==> config.mk <==
export PLATFORM = sky130hd
export DESIGN_NAME = rx_byte_buffer_flat
export DESIGN_NICKNAME = d
export VERILOG_FILES = /design/src/rtl/uart_pkg.sv /design/src/rtl/rx_byte_buffer_if.sv /design/src/rtl/rx_byte_buffer_byte_fifo.sv /design/src/rtl/rx_byte_buffer.sv /design/src/flat_wrapper.sv
export SDC_FILE = /design/constraint.sdc
export NUM_CORES = 1
export LEC_CHECK = 0
export BUFFER_PORTS_ARGS = -buffer_cell sky130_fd_sc_hd__buf_2
export CAP_MARGIN = 20
export CORE_MARGIN = 2
export CORE_UTILIZATION = 55
export CTS_CLUSTER_DIAMETER = 50
export DETAILED_ROUTE_END_ITERATION = 8
export PLACE_DENSITY = 0.84
export REMOVE_ABC_BUFFERS = 1
export SKIP_CTS_REPAIR_TIMING = 1
export SYNTH_ARGS = -nofsm -noshare
export SYNTH_HDL_FRONTEND = slang
export SYNTH_SLANG_ARGS = --single-unit
export TNS_END_PERCENT = 5
==> constraint.sdc <==
create_clock -name clk -period 2.7 [get_ports clk]
set_clock_uncertainty 0.05 [all_clocks]
set_input_delay 0.135 -clock clk [delete_from_list [all_inputs] [get_ports clk]]
set_output_delay 0.135 -clock clk [all_outputs]
set_load 0.02 [all_outputs]
==> src/rtl/uart_pkg.sv <==
// Shared UART types: receiver bit-level state and the consumer request state.
package uart_pkg;

    // Receiver framing states used by the upstream UART receive stage.
    typedef enum logic [1:0] {
        RX_IDLE  = 2'd0,
        RX_START = 2'd1,
        RX_DATA  = 2'd2,
        RX_STOP  = 2'd3
    } rx_state_t;

    // Consumer request FSM: REQ_IDLE -> busy=0, REQ_WAIT -> busy=1.
    typedef enum logic {
        REQ_IDLE = 1'b0,
        REQ_WAIT = 1'b1
    } req_state_t;

    localparam int unsigned BYTE_W = 8;

endpackage

==> src/rtl/rx_byte_buffer_if.sv <==
// Byte-buffer bus: UART byte input, consumer request/response, status.
//   byte_valid/byte_in : received byte strobe and data
//   start/busy/data_out: consumer request handshake and delivered byte
//   count/cts_n/overflow/clr_ovf: fill level, flow control, sticky drop flag
interface rx_byte_buffer_if #(
    parameter int unsigned DEPTH = 16
);
    import uart_pkg::*;

    localparam int unsigned CW = $clog2(DEPTH) + 1;

    logic              byte_valid;
    logic [BYTE_W-1:0] byte_in;
    logic              start;
    logic              busy;
    logic [BYTE_W-1:0] data_out;
    logic [CW-1:0]     count;
    logic              cts_n;
    logic              overflow;
    logic              clr_ovf;

    // Driver side: UART stage plus consumer.
    modport master (
        output byte_valid, byte_in, start, clr_ovf,
        input  busy, data_out, count, cts_n, overflow
    );

    // Buffer side.
    modport slave (
        input  byte_valid, byte_in, start, clr_ovf,
        output busy, data_out, count, cts_n, overflow
    );
endinterface

==> src/rtl/rx_byte_buffer_byte_fifo.sv <==
// Circular byte FIFO with wrapping pointers and an occupancy counter.
//   push/din  : write din at the tail (caller guarantees room or same-cycle pop)
//   pop/dout  : dout always shows the head; pop advances past it
//   count     : bytes stored; full/empty decoded from count
module byte_fifo
    import uart_pkg::*;
#(
    parameter int unsigned DEPTH = 16
) (
    input  logic                       clk,
    input  logic                       rst,
    input  logic                       push,
    input  logic                       pop,
    input  logic [BYTE_W-1:0]          din,
    output logic [BYTE_W-1:0]          dout,
    output logic [$clog2(DEPTH):0]     count,
    output logic                       full,
    output logic                       empty
);

    localparam int unsigned AW = $clog2(DEPTH);
    localparam int unsigned CW = AW + 1;

    logic [BYTE_W-1:0] mem [DEPTH];
    logic [AW-1:0]     wr_ptr_q, wr_ptr_d;
    logic [AW-1:0]     rd_ptr_q, rd_ptr_d;
    logic [CW-1:0]     count_q, count_d;

    // Pointers wrap naturally because DEPTH is a power of two.
    always_comb begin
        wr_ptr_d = wr_ptr_q + AW'(push);
        rd_ptr_d = rd_ptr_q + AW'(pop);
        count_d  = count_q + CW'(push) - CW'(pop);
    end

    always_ff @(posedge clk or posedge rst) begin
        if (rst) begin
            wr_ptr_q <= '0;
            rd_ptr_q <= '0;
            count_q  <= '0;
        end else begin
            wr_ptr_q <= wr_ptr_d;
            rd_ptr_q <= rd_ptr_d;
            count_q  <= count_d;
        end
    end

    // Storage is not reset; empty slots are never observed.
    always_ff @(posedge clk) begin
        if (push) begin
            mem[wr_ptr_q] <= din;
        end
    end

    assign dout  = mem[rd_ptr_q];
    assign count = count_q;
    assign full  = (count_q == CW'(DEPTH));
    assign empty = (count_q == '0);

endmodule

==> src/rtl/rx_byte_buffer.sv <==
// UART receive byte buffer: FIFO with request FSM, empty-FIFO bypass,
// sticky overflow and registered clear-to-send.
//   clk, rst : clock, async active-high reset
//   bus      : rx_byte_buffer_if slave (byte in, start/busy/data_out, status)
module rx_byte_buffer
    import uart_pkg::*;
#(
    parameter int unsigned DEPTH      = 16,
    parameter int unsigned CTS_MARGIN = 4
) (
    input  logic               clk,
    input  logic               rst,
    rx_byte_buffer_if.slave    bus
);

    localparam int unsigned CW = $clog2(DEPTH) + 1;

    req_state_t        state_q, state_d;
    logic              busy_q, busy_d;
    logic [BYTE_W-1:0] data_out_q, data_out_d;
    logic              overflow_q, overflow_d;
    logic              cts_n_q, cts_n_d;

    logic              push_c, pop_c, bypass_c, drop_c;
    logic [CW-1:0]     count_nxt_c;
    logic [BYTE_W-1:0] fifo_dout;
    logic [CW-1:0]     fifo_count;
    logic              fifo_full, fifo_empty;

    byte_fifo #(.DEPTH(DEPTH)) u_fifo (
        .clk   (clk),
        .rst   (rst),
        .push  (push_c),
        .pop   (pop_c),
        .din   (bus.byte_in),
        .dout  (fifo_dout),
        .count (fifo_count),
        .full  (fifo_full),
        .empty (fifo_empty)
    );

    // Request FSM, delivery mux, push/drop decision, status next-state.
    always_comb begin
        state_d    = state_q;
        data_out_d = data_out_q;
        pop_c      = 1'b0;
        bypass_c   = 1'b0;

        case (state_q)
            REQ_IDLE: begin
                if (bus.start) begin
                    state_d = REQ_WAIT;
                end
            end
            REQ_WAIT: begin
                if (!fifo_empty) begin
                    pop_c      = 1'b1;
                    data_out_d = fifo_dout;
                    state_d    = REQ_IDLE;
                end else if (bus.byte_valid) begin
                    // Empty FIFO: hand the arriving byte straight to the consumer.
                    bypass_c   = 1'b1;
                    data_out_d = bus.byte_in;
                    state_d    = REQ_IDLE;
                end
            end
            default: state_d = REQ_IDLE;
        endcase

        // A same-cycle pop frees the slot, so a full FIFO can still accept.
        push_c = bus.byte_valid && !bypass_c && (!fifo_full || pop_c);
        drop_c = bus.byte_valid && !bypass_c && fifo_full && !pop_c;

        count_nxt_c = fifo_count + CW'(push_c) - CW'(pop_c);

        busy_d = (state_d == REQ_WAIT);

        // A drop wins over a simultaneous clear.
        if (drop_c) begin
            overflow_d = 1'b1;
        end else if (bus.clr_ovf) begin
            overflow_d = 1'b0;
        end else begin
            overflow_d = overflow_q;
        end

        cts_n_d = (count_nxt_c >= CW'(DEPTH - CTS_MARGIN));
    end

    always_ff @(posedge clk or posedge rst) begin
        if (rst) begin
            state_q    <= REQ_IDLE;
            busy_q     <= 1'b0;
            data_out_q <= '0;
            overflow_q <= 1'b0;
            cts_n_q    <= 1'b1;
        end else begin
            state_q    <= state_d;
            busy_q     <= busy_d;
            data_out_q <= data_out_d;
            overflow_q <= overflow_d;
            cts_n_q    <= cts_n_d;
        end
    end

    assign bus.busy     = busy_q;
    assign bus.data_out = data_out_q;
    assign bus.count    = fifo_count;
    assign bus.cts_n    = cts_n_q;
    assign bus.overflow = overflow_q;

endmodule

==> src/flat_wrapper.sv <==
// flat-port wrapper written by rule: the top's interface ports become plain ports
module rx_byte_buffer_flat import uart_pkg::*;
#(
    parameter int unsigned DEPTH      = 16,
    parameter int unsigned CTS_MARGIN = 4
)
  (clk, rst, bus_byte_valid, bus_byte_in, bus_start, bus_clr_ovf, bus_busy, bus_data_out, bus_count, bus_cts_n, bus_overflow);
  rx_byte_buffer_if #(.DEPTH(DEPTH)) bus_i ();
  input  logic clk;
  input  logic rst;
  input wire logic [$bits(bus_i.byte_valid)-1:0] bus_byte_valid;
  input wire logic [$bits(bus_i.byte_in)-1:0] bus_byte_in;
  input wire logic [$bits(bus_i.start)-1:0] bus_start;
  input wire logic [$bits(bus_i.clr_ovf)-1:0] bus_clr_ovf;
  output wire logic [$bits(bus_i.busy)-1:0] bus_busy;
  output wire logic [$bits(bus_i.data_out)-1:0] bus_data_out;
  output wire logic [$bits(bus_i.count)-1:0] bus_count;
  output wire logic [$bits(bus_i.cts_n)-1:0] bus_cts_n;
  output wire logic [$bits(bus_i.overflow)-1:0] bus_overflow;
  assign bus_i.byte_valid = bus_byte_valid;
  assign bus_i.byte_in = bus_byte_in;
  assign bus_i.start = bus_start;
  assign bus_i.clr_ovf = bus_clr_ovf;
  assign bus_busy = bus_i.busy;
  assign bus_data_out = bus_i.data_out;
  assign bus_count = bus_i.count;
  assign bus_cts_n = bus_i.cts_n;
  assign bus_overflow = bus_i.overflow;
  rx_byte_buffer #(.DEPTH(DEPTH), .CTS_MARGIN(CTS_MARGIN)) u_core (.clk(clk), .rst(rst), .bus(bus_i));
endmodule
==> impl_metrics.prom <==
# TYPE chip_impl_metric gauge
chip_impl_metric{name="grt_overflow_total",unit=""} 0
chip_impl_metric{name="vertical_die_dimension",unit="um"} 110
chip_impl_info{name="grt_setup_unrepaired",value="true"} 1
chip_impl_metric{name="routedWlPerCell",unit="um"} 23.3
chip_impl_metric{name="yosys-mux-area-fraction",unit="%"} 13.5
chip_impl_metric{name="die_area",unit="um2"} 12200
chip_impl_metric{name="achievable-frequency",unit="MHz"} 367
chip_impl_metric{name="worst_slew_pin_slew",unit="ns"} 0.883
chip_impl_metric{name="postRouteWirelength",unit="um"} 12900
chip_impl_metric{name="grt_first_pass_wirelength",unit="um"} 19200
chip_impl_metric{name="fin_cells",unit=""} 553
chip_impl_info{name="clk_root_buffer_cell",value="clkbuf_16"} 1
chip_impl_metric{name="synthesis.area",unit="um2"} 6210
chip_impl_metric{name="initial_utilization",unit="%"} 56.8
chip_impl_metric{name="h_tree_lvls",unit=""} 4
chip_impl_info{name="worstSetupPathType",value="flip-flop to flip-flop"} 1
chip_impl_metric{name="cp.required",unit="ns"} 2.95
chip_impl_info{name="worstHoldStart",value="bus_byte_valid"} 1
chip_impl_metric{name="setup_viol_count_final",unit=""} 2
chip_impl_metric{name="ys_async_sr_fraction",unit="%"} 15.8
chip_impl_metric{name="grt_pass1_vias",unit=""} 3429
chip_impl_metric{name="leakagePower",unit="nW"} 2.67
chip_impl_metric{name="period_needed",unit="ns"} 2.72
chip_impl_metric{name="floorplan.die.width",unit="um"} 110
chip_impl_info{name="outcome",value="finished, violations left"} 1
chip_impl_metric{name="crit_arrival",unit="ns"} 2.97
chip_impl_metric{name="post-route-worst-setup-slack",unit="ns"} -0.0219
chip_impl_metric{name="relative_slew_margins",unit="%"} 41.2
chip_impl_metric{name="finalHoldViolCount",unit=""} 0
chip_impl_metric{name="antenna_violations_before_repair",unit=""} 0
chip_impl_metric{name="synth_compound_area_share",unit="%"} 4.13
chip_impl_metric{name="synthCells",unit=""} 326
chip_impl_metric{name="bufs_on_longest_clock_path",unit=""} 2
chip_impl_metric{name="fin_nets",unit=""} 424
chip_impl_metric{name="drv.max_cap_violation_count",unit=""} 0
chip_impl_metric{name="hold_ws",unit="ns"} 0.00492
chip_impl_metric{name="numClockSinks",unit=""} 152
chip_impl_info{name="cp-startpoint",value="u_core.u_fifo.count[3]"} 1
chip_impl_metric{name="ant_nets",unit=""} 0
chip_impl_metric{name="critical_path_peak_fanout",unit=""} 2
chip_impl_info{name="layout_common_cells",value="edfxtp_1, buf_4, buf_2"} 1
chip_impl_metric{name="grt_usage",unit="%"} 23.0
chip_impl_metric{name="drt-vias-per-instance",unit=""} 6.07
chip_impl_info{name="layout_commonest_cell",value="edfxtp_1"} 1
chip_impl_metric{name="globalplace.congestion",unit=""} 0.832
chip_impl_metric{name="synth_top_area_share",unit="%"} 61.9
chip_impl_metric{name="grt_start_max_net_pins",unit=""} 37
chip_impl_metric{name="detailedRoute.firstPassIterationCount",unit=""} 5
chip_impl_info{name="netlist.top_cell.by_area",value="edfxtp_1"} 1
chip_impl_info{name="violations",value="negative setup slack"} 1
chip_impl_info{name="min-delay-path-class",value="primary input to flip-flop"} 1
chip_impl_info{name="synth_top_family_by_area",value="multiplexers"} 1
chip_impl_metric{name="layout-area-overhead-vs-synth",unit="%"} 19.4
chip_impl_metric{name="buffer_ports.inserted",unit=""} 28
chip_impl_metric{name="seq_area_frac_synth",unit="%"} 71.5
chip_impl_metric{name="number_of_remaining_drc_errors",unit=""} 0
chip_impl_metric{name="synth.lib_cells_used.distinct",unit=""} 45
chip_impl_metric{name="synthAdderAreaFrac",unit="%"} 2.34
chip_impl_metric{name="cts_buffers",unit=""} 17
chip_impl_metric{name="worstSkewPairLatency",unit="ns"} 0.43
chip_impl_metric{name="vdd_drop_max",unit="mV"} 1.12
chip_impl_metric{name="totalNegativeSetupSlack",unit="ns"} -0.0292
chip_impl_info{name="setup.worst_path.end_class",value="flip-flop"} 1
chip_impl_metric{name="drive_above_1_share",unit="%"} 31.0
chip_impl_metric{name="synthesis.yosys.warnings",unit=""} 0
chip_impl_info{name="synth_flop_cell",value="edfxtp_1"} 1
chip_impl_metric{name="synthSimpleGateAreaFrac",unit="%"} 4.79
chip_impl_metric{name="top_level_ports",unit=""} 29
chip_impl_metric{name="clkTransAtPathRegs",unit="ns"} 0.06
chip_impl_metric{name="min_period_over_period",unit="%"} 101
chip_impl_metric{name="fp-row-count",unit=""} 38
chip_impl_metric{name="ys_seq_elements",unit=""} 152
chip_impl_metric{name="antenna_cells_inserted",unit=""} 0
chip_impl_metric{name="via_count",unit=""} 3355
chip_impl_info{name="yosys-top-cells-area",value="edfxtp_1, dfrtp_1, mux4_1"} 1
chip_impl_info{name="worstSetupStartpointType",value="flip-flop"} 1
chip_impl_info{name="worst_reg2reg_path_startpoint",value="u_core.u_fifo.count[3]"} 1
chip_impl_metric{name="yosys.area_share.xor_xnor",unit="%"} 1.13
chip_impl_metric{name="placedCellCount",unit=""} 514
chip_impl_metric{name="syn-mean-instance-area",unit="um2"} 19.1
chip_impl_info{name="clock_tree_from_tritoncts",value="yes"} 1
chip_impl_metric{name="post-dp-hpwl",unit="um"} 7970
chip_impl_metric{name="initialDrtViolationCount",unit=""} 376
chip_impl_metric{name="core_region_area",unit="um2"} 10900
chip_impl_metric{name="number_of_enable_type_register_cells_in_the_synthesized_netlist",unit=""} 128
chip_impl_metric{name="pwr_density_cell",unit="nW/um2"} 1090
chip_impl_metric{name="maxSlewViolCount",unit=""} 0
cell type report:
type                    count  area, um2
multi-input cells         148       1670
clock inverters            12        153
flip-flops and latches    152       4450
inverters                  12       47.5
clock buffers              20        437
fillers                   686       3520
well taps                 140        175
repair buffers             69        488
final timing paths:
check | end | slack (ns) | cells past startpoint
max | u_core.u_fifo.count[4] | -0.02 | 14
min in group asynchronous | u_core.u_fifo.count[4] | 0.11 | 3
max reg2reg | u_core.u_fifo.count[4] | -0.02 | 14
min reg2reg | u_core.bus.overflow | 0.48 | 2
min | u_core.bus.overflow | 0.005 | 3
max in group asynchronous | u_core.bus.data_out[4] | 2.11 | 4
metrics by stage:
stage	setup WS [ns]	total power [mW]	utilization [%]	area [um2]
after detailed placement	-0.211	5.58	61.1	6680
after global placement	-0.0946	5.46	61.1	6680
after CTS	-0.268	7.97	66.5	7270
after global routing	-0.120	8.42	67.8	7420
final	-0.0219	8.10	67.8	7420
after floorplan	-0.252	4.69	-	6100
critical path, stage by stage (launching register included):
cell	delay [ns]
dfrtp_1	0.38
inv_2	0.08
ha_4	0.13
or4b_4	0.48
nand2_4	0.08
inv_2	0.04
ha_4	0.21
inv_4	0.05
ha_4	0.13
inv_2	0.04
fa_2	0.38
nand2b_4	0.15
a21oi_2	0.15
o21a_1	0.18
nor2_2	0.04
where the power goes:
group          leakage (nW)  total (mW)  internal (mW)  switching (mW)
Sequential             1.43        3.24           2.93           0.309
Combinational         0.961        2.51           1.19            1.32
Clock                 0.276        2.35           1.45           0.901
flip-flops by register name, indices dropped and copies added, names as in the netlist:
signal / flops
u_core.bus.cts_n: 1
u_core.bus.data_out: 8
u_core.bus.overflow: 1
u_core.state_q: 1
u_core.u_fifo.count: 5
u_core.u_fifo.mem: 128
u_core.u_fifo.rd_ptr_q: 4
u_core.u_fifo.wr_ptr_q: 4
Yosys cell counts, types with 3 or more instances:
| library cell | count |
|---|---|
| mux4_2 | 11 |
| a22oi_1 | 3 |
| o22ai_1 | 11 |
| mux4_1 | 17 |
| dfrtp_1 | 23 |
| buf_2 | 7 |
| nor3_1 | 5 |
| nand2_1 | 3 |
| xor2_1 | 4 |
| xnor2_1 | 4 |
| edfxtp_1 | 128 |
| inv_1 | 12 |
| nand2b_1 | 3 |
| mux2i_1 | 12 |
| a21oi_1 | 5 |
| nor2_1 | 14 |
| nand3b_1 | 3 |
| a211oi_1 | 8 |
| nand3_1 | 5 |
| a311oi_1 | 3 |
| ha_1 | 10 |
| nor2b_1 | 5 |
| buf_6 | 3 |
logic make-up (layout without fill, tap and decap cells):
logic type,count (synthesis),after routing
flip-flops,152,152
XOR/XNOR,8,8
AND/OR/NAND/NOR,50,50
multiplexers,42,42
buffers and inverters,26,113
AO/OA/AOI/OAI,37,37
adder cells (fa/ha/maj),11,11
routing by layer:
metal  share of wire, %  routed length, um  global-route usage (%)  vias to the layer above
li1                   -                  -                       -                     1474
met1                 40               5200                    29.1                     1723
met2                 51               6600                    37.9                      139
met3                6.6                850                    7.00                       19
met4                1.8                227                    8.30                        0
met5                  0                  0                       0                        -
(Power assumes the default switching activity.)
